`config.mk`:
```
export PLATFORM = sky130hd
export DESIGN_NAME = enemy_hunter_ctl
export DESIGN_NICKNAME = d
export VERILOG_FILES = /design/src/rtl/vga_pkg.sv /design/src/rtl/enemy_hunter_ctl_ms_tick_gen.sv /design/src/rtl/enemy_hunter_ctl.sv
export SDC_FILE = /design/constraint.sdc
export NUM_CORES = 1
export LEC_CHECK = 0
export BUFFER_PORTS_ARGS = -buffer_cell sky130_fd_sc_hd__buf_2
export CAP_MARGIN = 20
export CELL_PAD_IN_SITES_DETAIL_PLACEMENT = 0
export CELL_PAD_IN_SITES_GLOBAL_PLACEMENT = 1
export CORE_MARGIN = 1
export CORE_UTILIZATION = 37
export CTS_CLUSTER_DIAMETER = 150
export CTS_CLUSTER_SIZE = 10
export DETAILED_ROUTE_END_ITERATION = 12
export GPL_ROUTABILITY_DRIVEN = 1
export PLACE_DENSITY_LB_ADDON = 0.12
export SYNTH_ARGS = -nofsm -noshare
export SYNTH_HDL_FRONTEND = slang
export SYNTH_HIERARCHICAL = 1
export SYNTH_SLANG_ARGS = --single-unit
export TNS_END_PERCENT = 1
```
`constraint.sdc`:
```
create_clock -name clk -period 3.2 [get_ports clk]
set_clock_uncertainty 0.15 [all_clocks]
set_input_delay 0.16 -clock clk [delete_from_list [all_inputs] [get_ports clk]]
set_output_delay 0.16 -clock clk [all_outputs]
set_load 0.03 [all_outputs]
```
`src/rtl/vga_pkg.sv`:
```
// Shared constants and types for the duck hunt stage.
// Holds the enemy opponent tuning values and its FSM state encoding.
package vga_pkg;

  // Fixed part of the enemy reaction time, in milliseconds.
  localparam int ENEMY_MIN_DELAY_MS = 400;

  // Enemy score saturates here so it always fits two display digits.
  localparam int ENEMY_SCORE_MAX = 99;

  // Enemy opponent life cycle; exported on a debug port of enemy_hunter_ctl.
  typedef enum logic [1:0] {
    ST_IDLE      = 2'd0,
    ST_WAIT_DUCK = 2'd1,
    ST_AIM       = 2'd2,
    ST_COOLDOWN  = 2'd3
  } enemy_state_t;

  // Increment that sticks at max instead of wrapping.
  function automatic logic [6:0] sat_inc7(input logic [6:0] value,
                                          input logic [6:0] max_value);
    return (value >= max_value) ? max_value : value + 7'd1;
  endfunction

endpackage

```
`src/rtl/enemy_hunter_ctl_ms_tick_gen.sv`:
```
// 1 ms prescaler. Emits a one-cycle tick every CLK_FREQ_HZ/1000 clocks.
// 'clear' holds the count at zero, so the first tick after clear is released
// arrives exactly one full millisecond later. Usable by any game timer.
module ms_tick_gen #(
  parameter int CLK_FREQ_HZ = 65_000_000
) (
  input  logic clk,
  input  logic rst,
  input  logic clear,
  output logic tick
);

  localparam int DIV = (CLK_FREQ_HZ / 1000 > 1) ? CLK_FREQ_HZ / 1000 : 2;
  localparam int CW  = $clog2(DIV);

  logic [CW-1:0] count;

  assign tick = (count == CW'(DIV - 1)) && !clear;

  // Free-running divider that wraps on the terminal count.
  always_ff @(posedge clk) begin
    if (rst || clear) begin
      count <= '0;
    end else if (tick) begin
      count <= '0;
    end else begin
      count <= count + CW'(1);
    end
  end

endmodule

```
`src/rtl/enemy_hunter_ctl.sv`:
```
// Computer opponent for the duck hunt stage.
// Waits a pseudo-random reaction time after each duck appears; if the player
// has not hit the duck by then, it fires a one-cycle enemy_hit pulse and
// bumps the enemy score. The player always wins a same-cycle tie.
module enemy_hunter_ctl
  import vga_pkg::*;
#(
  parameter int CLK_FREQ_HZ  = 65_000_000,
  parameter int LFSR_WIDTH   = 10,
  parameter int MIN_DELAY_MS = ENEMY_MIN_DELAY_MS,
  parameter int SCORE_MAX    = ENEMY_SCORE_MAX
) (
  input  logic                  clk,
  input  logic                  rst,
  input  logic                  game_enable,
  input  logic                  hunt_start,
  input  logic                  target_killed,
  input  logic [LFSR_WIDTH-1:0] lfsr_number,
  output logic [6:0]            enemy_score,
  output logic                  enemy_hit,
  output logic                  enemy_aiming,
  output enemy_state_t          dbg_state
);

  // Delay width: at least 11 bits, wider if the parameters demand it.
  localparam int DELAY_W_RAW = $clog2(MIN_DELAY_MS + (1 << LFSR_WIDTH));
  localparam int DELAY_W     = (DELAY_W_RAW > 11) ? DELAY_W_RAW : 11;

  enemy_state_t       state;
  enemy_state_t       state_next;
  logic               hunt_q;
  logic               hunt_rise;
  logic               expire;
  logic               ms_tick;
  logic               presc_clear;
  logic [DELAY_W-1:0] delay_ms;
  logic [DELAY_W-1:0] ms_cnt;

  assign dbg_state   = state;
  assign hunt_rise   = hunt_start && !hunt_q;
  // The prescaler only runs while aiming; every AIM entry starts at a clean ms.
  assign presc_clear = (state != ST_AIM);

  ms_tick_gen #(
    .CLK_FREQ_HZ(CLK_FREQ_HZ)
  ) u_ms_tick (
    .clk  (clk),
    .rst  (rst),
    .clear(presc_clear),
    .tick (ms_tick)
  );

  // Next-state logic; a player kill or vanished duck beats timer expiry.
  always_comb begin
    state_next = state;
    expire     = 1'b0;
    if (!game_enable) begin
      state_next = ST_IDLE;
    end else begin
      case (state)
        ST_IDLE: begin
          state_next = ST_WAIT_DUCK;
        end
        ST_WAIT_DUCK: begin
          if (hunt_rise) begin
            state_next = ST_AIM;
          end
        end
        ST_AIM: begin
          if (target_killed || !hunt_start) begin
            state_next = ST_COOLDOWN;
          end else if (ms_cnt == delay_ms) begin
            state_next = ST_COOLDOWN;
            expire     = 1'b1;
          end
        end
        ST_COOLDOWN: begin
          // Wait for the duck to be gone so one duck is never scored twice.
          if (!hunt_start && !target_killed) begin
            state_next = ST_WAIT_DUCK;
          end
        end
        default: begin
          state_next = ST_IDLE;
        end
      endcase
    end
  end

  // State register, reaction timer and registered outputs.
  always_ff @(posedge clk) begin
    if (rst) begin
      state        <= ST_IDLE;
      hunt_q       <= 1'b0;
      delay_ms     <= '0;
      ms_cnt       <= '0;
      enemy_score  <= '0;
      enemy_hit    <= 1'b0;
      enemy_aiming <= 1'b0;
    end else begin
      state        <= state_next;
      hunt_q       <= hunt_start;
      enemy_hit    <= expire;
      enemy_aiming <= (state_next == ST_AIM);

      // Each new game starts from zero; the score is held while idle.
      if (state == ST_IDLE && game_enable) begin
        enemy_score <= '0;
      end else if (expire) begin
        enemy_score <= sat_inc7(enemy_score, 7'(SCORE_MAX));
      end

      if (state == ST_WAIT_DUCK && state_next == ST_AIM) begin
        delay_ms <= DELAY_W'(MIN_DELAY_MS) + DELAY_W'(lfsr_number);
        ms_cnt   <= '0;
      end else if (state == ST_AIM && ms_tick) begin
        ms_cnt <= ms_cnt + DELAY_W'(1);
      end
    end
  end

endmodule

```
==> results.ini <==
[setup_path]
reg2reg_depth = 9
r2r_start = dbg_state[1]$_SDFF_PP0_
crit_arrival_ns = 2.66
rrSetupSlack_ns = 0.58
end_kind = flip-flop
rr_endpoint = ms_cnt[10]$_SDFFE_PP0P_
worst-path-max-fanout = 7
critPathRequiredTime_ns = 3.25
cp-start-kind = flip-flop
critPathKind = flip-flop to flip-flop

[drt]
vias_per_cell = 4.938
drtAntennaViolNets = 0
via_count = 1827
wl_per_cell_um = 12.88
first_pass_iters = 4
drc_errors = 0
drt_iter0_markers = 62
drt-total-wl_um = 4767

[clock_tree]
cts_root_buf = clkbuf_8
cts_tree = yes
numCtsBuffers = 5
clk_pin_slew_worst_paths_ns = 0.10
htreeDepth = 2
clk_latency_ns = 0.30
cts_buffer_depth = 2
clock-sinks = 50

[floorplanning]
ios = 26
die_w_um = 81.78
start_util_pct = 39.08
core_um2 = 6026
die-area_um2 = 6687
die_h_um = 81.78
rows = 28

[placed_design]
io_buffers = 25
place.gp.congestion = 0.7726
dpl.hpwl_um = 3433
placed_area_um2 = 2545

[synthesis]
synth-seq-area-share_pct = 42.51
async_reset_ff_share_pct = 0
syn_nets = 279
synth_edf_count = 0
yosysMostFrequentCell = dfxtp_1
synthCells = 260
avgSynthCellArea_um2 = 9.057
synth_top_flop_cell = dfxtp_1
synth_top_area_share_pct = 42.51
netlist_area_um2 = 2355
yosysWarningCount = 6
synthTopCellsByCount = dfxtp_1, nor2_1, xnor2_1
yosysTopAreaCell = dfxtp_1
synth.distinct_cells = 50
synth.ff_latch_count = 50
synth.area.top_cells = dfxtp_1, xnor2_1, nor2_1, xor2_1, mux2i_1

[cells_and_area]
syn2layout_area_growth_pct = 15.14
drive_gt1_share_pct = 15.25
insertedDiodeCount = 0
design_area_um2 = 2711
nets = 313
fin_util_pct = 45.00

[power]
p_sw_share_pct = 23.29
total_power_mw = 1.058
p_sw_mw = 0.2463
power.leakage_nw = 0.9342
p_comb_share_pct = 6.1
clockPowerShare_pct = 34.3
seqPwrFrac_pct = 59.6
power.density_nw_per_um2 = 390.1
ir_worst_vdd_mv = 0.2155
internal_power_mw = 0.8113

[job]
max-cap-violations = 0

[sta]
rsz0062_at_grt = no
maxSlewHeadroom_pct = 51.10
fin_crit_ns = 2.616
final-max-slew-violation-count = 0
min_period_over_period_pct = 81.75
hold_viol = 0
fmax_mhz = 382.3
tightest_slew_ns = 0.7327
tns_ns = 0
setup_viol = 0

[min_path]
min_to = dbg_state[0]$_SDFF_PP0_
hold_depth = 3
hold_class = primary input to flip-flop
min_from = game_enable

[global_route]
grt_antenna_before_repair = 0
grt_pass1_wl_um = 8480
gr-total-overflow = 0
grt_pass1_vias = 1797
grt_max_degree = 19
grt_usage_pct = 16.53

[outcome]
status = complete, no violations

final cells by class:
cell class,count,area [um^2]
clock inverter,2,13.76
sequential,50,1001
tap,75,93.84
multi-input combinational,194,1284
inverter,9,33.78
fill,624,3314
clock buffer,6,72.57
timing repair buffer,34,212.7
state kept, by name, indices dropped and copies added (netlist names):
register / flops
u_ms_tick/count: 16
delay_ms: 11
ms_cnt: 11
enemy_score: 7
dbg_state: 2
enemy_aiming: 1
enemy_hit: 1
hunt_q: 1
kinds of logic after synthesis:
family                     count (synthesis)  synth area share (%)
AOI/OAI and AO/OA                         26                 7.705
xor gates and xnor gates                  37                 14.08
adders and majority gates                  4                 2.125
buffers and inverters                     16                 2.975
DFF                                       50                 42.51
muxes                                      7                 2.976
and+or+nand+nor                          120                 27.63
layer usage:
layer	GRT usage, %	share of wire, %
met2	28.51	47
met1	21.09	49
met5	0	0
met4	4.211	0.88
met3	3.000	3.0
cells in the final DEF (no fill, tap or decap), drive strengths merged, types with 6 or more instances in the layout:
| cell | count |
|---|---|
| a21oi | 9 |
| buf | 26 |
| clkbuf | 6 |
| dfxtp | 50 |
| dlygate4sd3 | 8 |
| inv | 9 |
| mux2i | 7 |
| nand2 | 14 |
| nand3 | 10 |
| nand4 | 10 |
| nor2 | 48 |
| nor3 | 7 |
| xnor2 | 27 |
| xor2 | 10 |
power groups by stage:
stage | registers (mW) | logic, mW | clock network [mW]
after floorplan | 0.646 | 0.0342 | 0
after detailed placement | 0.645 | 0.0574 | 0
after global routing | 0.632 | 0.0719 | 0.408
after global placement | 0.645 | 0.0570 | 0
final | 0.631 | 0.0643 | 0.363
after CTS | 0.631 | 0.0651 | 0.382
per-stage QoR:
stage	std cells	hold WS (ns)	setup slack, ns
2_1_floorplan	260	0.1056	0.6202
3_3_place_gp	354	0.2364	0.6663
3_5_place_dp	354	0.2510	0.5795
4_1_cts	370	0.001150	0.5665
5_1_grt	370	0.006995	0.3039
6_report	370	0.008649	0.5839
critical path, stage by stage (launching register included):
cell and delay [ns]:
dfxtp_1 0.42, nor2b_1 0.25, inv_1 0.07, nand4bb_1 0.20, nor4_2 0.30, and3b_1 0.32, and3_1 0.26, or3b_1 0.37
xor2_1 0.13, nor2_1 0.05
timing repair:
action                    CTS  global route
hold buffers                8             0
hold endpoints to repair    8             0
gates resized for setup     0             0
buffers inserted            0             0
worst max path at each step:
stage / startpoint / to / slack (ns) / depth (start not counted)
final: dbg_state[1]$_SDFF_PP0_ / ms_cnt[10]$_SDFFE_PP0P_ / 0.58 / 9
after global placement: u_ms_tick/count[0]$_SDFF_PP0_ / ms_cnt[10]$_SDFFE_PP0P_ / 0.67 / 8
after floorplan: dbg_state[1]$_SDFF_PP0_ / ms_cnt[10]$_SDFFE_PP0P_ / 0.62 / 10
after detailed placement: dbg_state[1]$_SDFF_PP0_ / ms_cnt[10]$_SDFFE_PP0P_ / 0.58 / 9
after CTS: dbg_state[1]$_SDFF_PP0_ / ms_cnt[10]$_SDFFE_PP0P_ / 0.57 / 9
after global routing: dbg_state[1]$_SDFF_PP0_ / ms_cnt[10]$_SDFFE_PP0P_ / 0.30 / 9
Note: power is estimated with default switching activity, not from simulation.
